==> config.mk <==
export PLATFORM = sky130hd
export DESIGN_NAME = instr_sequencer
export DESIGN_NICKNAME = d
export VERILOG_FILES = /design/src/rtl/cpu_pkg.sv /design/src/rtl/bus_contention_mon.sv /design/src/rtl/instr_sequencer.sv
export SDC_FILE = /design/constraint.sdc
export NUM_CORES = 1
export LEC_CHECK = 0
export ABC_AREA = 1
export BUFFER_PORTS_ARGS = -buffer_cell sky130_fd_sc_hd__buf_2
export CAP_MARGIN = 20
export CORE_MARGIN = 8
export CORE_UTILIZATION = 39
export CTS_CLUSTER_SIZE = 8
export DETAILED_ROUTE_END_ITERATION = 16
export HOLD_SLACK_MARGIN = 0.1
export PLACE_DENSITY = 0.72
export SLEW_MARGIN = 20
export SYNTH_ARGS = -nofsm -noshare
export SYNTH_HDL_FRONTEND = slang
export SYNTH_HIERARCHICAL = 1
export SYNTH_SLANG_ARGS = --single-unit
export TNS_END_PERCENT = 20
==> constraint.sdc <==
create_clock -name clk_i -period 1.75 [get_ports clk_i]
set_input_delay 0.35 -clock clk_i [delete_from_list [all_inputs] [get_ports clk_i]]
set_output_delay 0.35 -clock clk_i [all_outputs]
set_load 0.05 [all_outputs]
==> src/rtl/cpu_pkg.sv <==
// Shared definitions for the instruction sequencer: FSM states, class codes, exec
// indices and error codes.
package cpu_pkg;

  typedef enum logic [3:0] {
    StIdle,
    StFPc,
    StFMem,
    StFLat,
    StFIr,
    StDecode,
    StStart,
    StExec,
    StAdv,
    StError
  } seq_state_e;

  localparam int unsigned CLASS_MSB = 11;
  localparam int unsigned CLASS_LSB = 9;

  localparam logic [2:0] CLS_ALU  = 3'b000;
  localparam logic [2:0] CLS_ALUI = 3'b001;
  localparam logic [2:0] CLS_LS   = 3'b010;
  localparam logic [2:0] CLS_MOV  = 3'b011;
  localparam logic [2:0] CLS_MOVI = 3'b100;

  // Exec bus bit order is {MOVI, MOV, LS, ALUI, ALU}.
  localparam int unsigned N_EXEC        = 5;
  localparam int unsigned EXEC_IDX_ALU  = 0;
  localparam int unsigned EXEC_IDX_ALUI = 1;
  localparam int unsigned EXEC_IDX_LS   = 2;
  localparam int unsigned EXEC_IDX_MOV  = 3;
  localparam int unsigned EXEC_IDX_MOVI = 4;

  localparam logic [1:0] ERR_NONE    = 2'b00;
  localparam logic [1:0] ERR_MFC     = 2'b01;
  localparam logic [1:0] ERR_EXEC    = 2'b10;
  localparam logic [1:0] ERR_ILLEGAL = 2'b11;

  function automatic logic cls_legal(logic [2:0] cls);
    return cls <= CLS_MOVI;
  endfunction

  function automatic logic [2:0] cls_to_idx(logic [2:0] cls);
    logic [2:0] idx;
    unique case (cls)
      CLS_ALUI: idx = 3'(EXEC_IDX_ALUI);
      CLS_LS:   idx = 3'(EXEC_IDX_LS);
      CLS_MOV:  idx = 3'(EXEC_IDX_MOV);
      CLS_MOVI: idx = 3'(EXEC_IDX_MOVI);
      default:  idx = 3'(EXEC_IDX_ALU);
    endcase
    return idx;
  endfunction

endpackage

==> src/rtl/bus_contention_mon.sv <==
// Flags, sticky until reset, any cycle in which more than one bus driver is enabled.
module bus_contention_mon #(
  parameter int unsigned N_DRV = 10
) (
  input  logic             clk_i,
  input  logic             rst_i,
  input  logic [N_DRV-1:0] drv_en_i,
  output logic             conflict_o
);

  logic multi_drv;
  logic conflict_q;

  // Clearing the lowest set bit leaves something only if two or more bits were set.
  assign multi_drv = |(drv_en_i & (drv_en_i - N_DRV'(1)));

  always_ff @(posedge clk_i or posedge rst_i) begin
    if (rst_i) begin
      conflict_q <= 1'b0;
    end else if (multi_drv) begin
      conflict_q <= 1'b1;
    end
  end

  assign conflict_o = conflict_q;

endmodule

==> src/rtl/instr_sequencer.sv <==
// Fetch/decode/execute sequencer: drives the fetch strobes on the shared bus, launches one
// execution FSM per instruction and advances the PC; timeouts park it in ERROR.
module instr_sequencer
  import cpu_pkg::*;
#(
  parameter int unsigned MFC_TIMEOUT  = 16,
  parameter int unsigned EXEC_TIMEOUT = 64,
  parameter int unsigned N_DRV        = 10
) (
  input  logic              clk_i,
  input  logic              rst_i,
  input  logic              halt_req_i,
  input  logic              mfc_i,
  input  logic [15:0]       ir_i,
  input  logic [N_EXEC-1:0] exec_done_i,
  input  logic [N_DRV-1:0]  drv_en_i,
  output logic              pc_out_o,
  output logic              mar_en_o,
  output logic              mem_en_o,
  output logic              mem_rw_o,
  output logic              mdr_en_read_o,
  output logic              mdr_out_o,
  output logic              ir_en_o,
  output logic [N_EXEC-1:0] exec_start_o,
  output logic              pc_inc_o,
  output logic              halted_o,
  output logic              err_o,
  output logic [1:0]        err_code_o,
  output logic              bus_conflict_o
);

  // One counter serves both waits, so it is sized for the longer one (MFC_TIMEOUT <= EXEC_TIMEOUT).
  localparam int unsigned     CntW     = $clog2(EXEC_TIMEOUT + 1);
  localparam logic [CntW-1:0] MfcLast  = CntW'(MFC_TIMEOUT - 1);
  localparam logic [CntW-1:0] ExecLast = CntW'(EXEC_TIMEOUT - 1);

  seq_state_e      state_q, state_d;
  logic [CntW-1:0] cnt_q, cnt_d, cnt_inc;
  logic [2:0]      sel_q, sel_d;
  logic [1:0]      err_code_q, err_code_d;
  logic [2:0]      cls;

  logic unused_ir;
  assign unused_ir = ^{ir_i[15:CLASS_MSB+1], ir_i[CLASS_LSB-1:0]};

  assign cls     = ir_i[CLASS_MSB:CLASS_LSB];
  assign cnt_inc = (cnt_q == '1) ? cnt_q : cnt_q + CntW'(1);

  always_ff @(posedge clk_i or posedge rst_i) begin
    if (rst_i) begin
      state_q    <= StIdle;
      cnt_q      <= '0;
      sel_q      <= '0;
      err_code_q <= ERR_NONE;
    end else begin
      state_q    <= state_d;
      cnt_q      <= cnt_d;
      sel_q      <= sel_d;
      err_code_q <= err_code_d;
    end
  end

  always_comb begin
    state_d    = state_q;
    cnt_d      = cnt_q;
    sel_d      = sel_q;
    err_code_d = err_code_q;
    case (state_q)
      StIdle: begin
        if (!halt_req_i) state_d = StFPc;
      end
      StFPc: begin
        cnt_d   = '0;
        state_d = StFMem;
      end
      StFMem: begin
        if (mfc_i) begin
          state_d = StFLat;
        end else if (cnt_q >= MfcLast) begin
          state_d    = StError;
          err_code_d = ERR_MFC;
        end else begin
          cnt_d = cnt_inc;
        end
      end
      StFLat: state_d = StFIr;
      StFIr:  state_d = StDecode;
      StDecode: begin
        if (cls_legal(cls)) begin
          sel_d   = cls_to_idx(cls);
          state_d = StStart;
        end else begin
          state_d    = StError;
          err_code_d = ERR_ILLEGAL;
        end
      end
      StStart: begin
        cnt_d   = '0;
        state_d = StExec;
      end
      StExec: begin
        // Done is checked first so it wins over a simultaneous timeout.
        if (exec_done_i[sel_q]) begin
          state_d = StAdv;
        end else if (cnt_q >= ExecLast) begin
          state_d    = StError;
          err_code_d = ERR_EXEC;
        end else begin
          cnt_d = cnt_inc;
        end
      end
      StAdv:   state_d = halt_req_i ? StIdle : StFPc;
      StError: state_d = StError;
      default: state_d = StIdle;
    endcase
  end

  always_comb begin
    pc_out_o      = 1'b0;
    mar_en_o      = 1'b0;
    mem_en_o      = 1'b0;
    mem_rw_o      = 1'b0;
    mdr_en_read_o = 1'b0;
    mdr_out_o     = 1'b0;
    ir_en_o       = 1'b0;
    exec_start_o  = '0;
    pc_inc_o      = 1'b0;
    halted_o      = 1'b0;
    err_o         = 1'b0;
    case (state_q)
      StIdle:  halted_o = halt_req_i & ~rst_i;
      StFPc: begin
        pc_out_o = 1'b1;
        mar_en_o = 1'b1;
      end
      StFMem:  mem_en_o = 1'b1;
      StFLat: begin
        mem_en_o      = 1'b1;
        mdr_en_read_o = 1'b1;
      end
      StFIr: begin
        mdr_out_o = 1'b1;
        ir_en_o   = 1'b1;
      end
      StStart: exec_start_o = N_EXEC'(1) << sel_q;
      StAdv:   pc_inc_o = 1'b1;
      StError: err_o = 1'b1;
      default: ;
    endcase
  end

  assign err_code_o = err_code_q;

  bus_contention_mon #(
    .N_DRV(N_DRV)
  ) u_bus_mon (
    .clk_i     (clk_i),
    .rst_i     (rst_i),
    .drv_en_i  (drv_en_i),
    .conflict_o(bus_conflict_o)
  );

endmodule

# ---- Word-level counts from Yosys, hierarchy flattened
# Cells that the tools add are included.
# Widths: inputs -> output; s select.
dict set report word_totals {
  inputBits 35
  register_bits 17
  out_inout_bits 18
  wordCells 80
}
dict set report op_classes {
  bitwise 3
  n_addsub 2
  muxes 31
  eq_ne 24
  n_reduce_logical 10
  n_shift 1
  order_cmp 4
}
# operator count
set op_table {}
lappend op_table {{$pmux 4 s10} 1}
lappend op_table {{$mux 7} 5}
lappend op_table {{$mux 4} 6}
lappend op_table {{$pmux 7 s3} 1}
lappend op_table {{$eq 4x3->1 const B} 4}
lappend op_table {{$ne 2x2->1 const B} 8}
lappend op_table {{$pmux 3 s4} 1}
lappend op_table {{$and 10x10->10} 1}
lappend op_table {{$mux 2} 5}
lappend op_table {{$reduce_or 10->1} 1}
lappend op_table {{$sub 10x1->10 const B} 1}
lappend op_table {{$mux 1} 9}
lappend op_table {{$eq 4x2->1 const B} 2}
lappend op_table {{$eq 4x4->1 const B} 2}
lappend op_table {{$add 7x1->7 const B} 1}
lappend op_table {{$eq 7x7->1 const B} 1}
lappend op_table {{$ge 7x4->1 const B} 1}
lappend op_table {{$ge 7x6->1 const B} 1}
lappend op_table {{$eq 3x2->1 const B} 2}
lappend op_table {{$ne 3x3->1 const B} 2}
lappend op_table {{$pmux 2 s3} 1}
lappend op_table {{$reduce_and 6->1} 1}
lappend op_table {{$reduce_bool 3->1} 2}
lappend op_table {{$mux 5} 1}
lappend op_table {{14 further kinds} 15}

# ---- Longest topological paths before layout
dict set report depth {
  ltp_word 5
  mapped_depth 12
  depth_no_buf 12
}

# ---- Cells and area by module
# The synthesis kept the hierarchy.
# mod n_inst cells_each area_per_inst_um2
set modules_own_cells {}
lappend modules_own_cells {instr_sequencer 1 194 1216.2}
lappend modules_own_cells {bus_contention_mon 1 33 158.9}

# ---- Worst setup path after synthesis
# No wires, ideal clock.
dict set report synth_path {
  path_kind {register -> output}
  start {reg state_q[3]}
  end {out exec_start_o[1]}
  stages_incl_launch_ff 6
  setup_slack_ps -480
  path_buffers 0
  arrival_time_ps 1880
  cell_sequence {dfrtp_1 > inv_1 > nand2_2 > nor2_4 > nand2_1 > nor3_1}
}
dict set report synth_via {
  elab_chain_len 2
}
# element line
set synth_rtl {}
lappend synth_rtl {{start, declared} instr_sequencer.sv:37} ;# seq_state_e state_q, state_d;
lappend synth_rtl {{start signal, assigned} instr_sequencer.sv:51} ;# state_q <= StIdle;
lappend synth_rtl {{start signal, assigned} instr_sequencer.sv:56} ;# state_q <= state_d;
lappend synth_rtl {{$eq 4x3->1} instr_sequencer.sv:130} ;# case (state_q)
lappend synth_rtl {{$mux 5} instr_sequencer.sv:130}
lappend synth_rtl {{end, declared} instr_sequencer.sv:24} ;# output logic [N_EXEC-1:0] exec_start_o,
# No other way between the ends.

# ---- Worst setup path in the final report
dict set report layout_path {
  start {reg state_q[0]}
  end {out exec_start_o[4]}
}
# Same word-level chain as after synthesis.

==> metrics.txt <==
cell family with most CP delay=flip-flops; Critical Path, Cell by Cell=inv_2, nand2_2, nor2_4, inv_1, nor3_2, buf_6; Routability Congestion=0.803; Peak VDD IR=0.000620 V; Die W=75.4 um; Critical path destination=exec_start_o[4]; Ports=53; drt drc=0; WL/cell=10.9 um; crit path buf inv count=3; Synth Instances=227; Simple-Gate Fraction of Synth Area=49.9%; status=finished, violations left; post-route cell area=1840 um^2; CP required=1400 ps; Synth-to-Final Area Change=33.8%; post-synth net total=263; Tmin final=1760 ps; Longest Clk Path Bufs=2; via count=1476; Post-Route WL=3460 um; antenna fix cells=0; H-tree levels=1; clock insertion delay at the later pin of the skew report=280 ps; CP Capture Type=output port; Core Area=3360 um^2; hpwl dp=2710 um; setup ws final=-5.24 ps; R2R cell count=9; fin. max-slew vios=0; Synth Area in XOR/XNOR=0.637%; launch point of the critical path=state_q[0]; reg-to-reg setup timing slack=140 ps; grt ovf=0; Area after DPL=1660 um^2; Total GRT Usage=11.7%; Worst Hold Class=input port to flip-flop; failing checks=setup timing; Starting Density=40.9%; Power Total=2.65 mW; CP arrival=1410 ps; largest net degree at the start of global routing=17; CP Class=flip-flop to output port; Root Buffer=clkbuf_4; Max Fclk=570 MHz; slowest stage delay, CP=410 ps; LEAKAGE=1.00 nW; flop and latch count out of synthesis=17; crit path launch type=flip-flop; clock sinks=17; Synth Area in Compound Gates=6.19%; vias in the first global route=1306; Post-Syn Area per Cell=6.06 um^2; Final ANT Viol Nets=0; CTS tree=done; # setup viols final=1; Final #Nets=308; Hold Vio Cnt, Final=0; global-route wire length before repair=5380 um; clock-pin slew on the worst setup and hold paths=100 ps; slowest CP cell=dfrtp_1; FF-to-FF End=cnt_q[0]; post-synthesis mux area share=0%; Die Y-Extent=75.4 um; P per Cell Area=1440 nW/um^2; via-per-instance ratio=4.66; RR Startpoint=cnt_q[0]; cell count along the critical path=6; Syn Std Cell Area=1380 um^2; Die Area=5680 um^2; Max-slew headroom=57.1%; max cap viols=0; setup TNS=-5.24 ps; register area share after synthesis=30.9%; RSZ-0062 raised after global routing=true; Yosys Warn Count=6; Slew @ Worst Pin=643 ps; Worst Skew=3.28 ps; # rows=21; CP Max Fanout=3; CTS Buf Count=3; fin util=54.7%; Yosys cell types=23; largest family of logic cells by synthesized area=simple AND/OR/NAND/NOR gates; initial antenna violation count=0; First DRT Iteration DRCs=49; share of cells above drive strength 1=29.2%; Synth Area in Adders=0.910%; Tcrit/Tclk final=100%; TritonRoute pass-1 iters=4; PortBufs=38
synthesized netlist by cell type:
library cell	instances	area share [%]
a21oi_1	5	1.8
buf_4	3	1.6
conb_1	1	0.27
dfrtp_1	17	31
ha_1	1	0.91
inv_1	33	9.0
inv_2	2	0.55
nand2_1	72	20
nand2_2	2	0.91
nand2_4	1	0.82
nand3_1	13	4.7
nand3_2	1	0.73
nand3_4	1	1.3
nand3b_1	1	0.55
nand4_1	2	0.91
nor2_1	38	10
nor2_2	6	2.7
nor2_4	1	0.82
nor2_8	1	1.5
nor3_1	12	4.4
nor3b_1	1	0.55
o21ai_0	12	4.4
xor2_1	1	0.64
placed cells by master, fill, tap and decap left out:
cell / n
nand2_2: 3
clkbuf_4: 3
a21oi_1: 5
buf_8: 1
conb_1: 1
nor3_1: 5
nand2_4: 3
o21ai_0: 9
dlygate4sd3_1: 1
nand3b_1: 1
dfrtp_1: 15
nor2_8: 1
buf_6: 9
nor2_2: 7
nor3b_1: 1
nand3_2: 1
nand3_4: 1
ha_1: 1
inv_2: 6
nor2_4: 3
dfrtp_2: 2
nor3_2: 3
o21ai_1: 3
buf_2: 24
buf_4: 8
nand4_1: 2
nand3_1: 13
nor2_1: 35
nor3_4: 4
inv_1: 29
xor2_1: 1
clkbuf_1: 1
nand2_1: 69
kinds of logic (layout without fill, tap and decap cells):
kind of cell | Yosys count | after routing
XOR/XNOR | 1 | 1
AND/OR/NAND/NOR | 152 | 152
adder cells (fa/ha/maj) | 1 | 1
flip-flops | 17 | 17
AO/OA/AOI/OAI | 17 | 17
buffers and inverters | 38 | 82
other | 1 | 1
through the flow:
step / cells / hold slack (ps) / setup slack, ps
floorplan: 227 / 78.7 / -305
global placement: 311 / 214 / 125
detailed placement: 311 / 215 / 121
finish: 317 / 307 / -5.24
global route: 317 / 293 / -87.0
CTS: 316 / 305 / -0.412
repair_timing:
action,CTS,global route
hold buffers,1,0
resized for setup,26,26
hold endpoints to repair,1,0
buffers inserted,0,1
pin swaps,1,3
setup endpoints to repair,11,17
power by group:
| part | internal [mW] | leakage (nW) | total (mW) | switching (mW) |
|---|---|---|---|---|
| clock network | 0.0882 | 0.0150 | 0.210 | 0.122 |
| logic | 0.565 | 0.772 | 1.77 | 1.20 |
| registers | 0.526 | 0.213 | 0.675 | 0.149 |
flip-flops by register name, summed over array words and instances (netlist names):
signal and cells:
sel_q 3, state_q 4, u_bus_mon/conflict_o 1, cnt_q 7, err_code_o 2
layer usage:
metal  vias to the layer above  track usage [%]  part of all wire [%]
met4                         0             2.77                   1.9
met3                         8             2.11                   4.8
met1                       655             14.2                    43
met5                         -                0                     0
li1                        785                -                     -
met2                        28             20.6                    50
worst register-to-register path, cell delays in order, from the launching register on:
cell	delay (ps)
dfrtp_1	420
ha_1	220
nand2_1	90
nor2_2	60
nand2_1	80
nand3_1	110
nand2_1	120
nand3_4	140
o21ai_0	200
nand2_1	70
layout make-up:
type | instances | area [um^2]
Multi-Input combinational cell | 172 | 891
Sequential cell | 17 | 428
Inverter | 35 | 131
Fill cell | 338 | 1520
Clock buffer | 4 | 26.3
Tap cell | 46 | 57.6
Timing Repair Buffer | 43 | 307
worst min-delay path by stage:
stage                        start              endpoint  slack (ps)  cells past startpoint
after floorplan              rst_i  u_bus_mon/conflict_o          80                      1
after global placement       rst_i  u_bus_mon/conflict_o         210                      2
after detailed placement     rst_i  u_bus_mon/conflict_o         220                      2
after CTS                  ir_i[9]              sel_q[0]         310                      3
after global routing      ir_i[10]              sel_q[1]         290                      3
final                      ir_i[9]              sel_q[0]         310                      3
No activity file was read; power rests on OpenSTA's default activity.
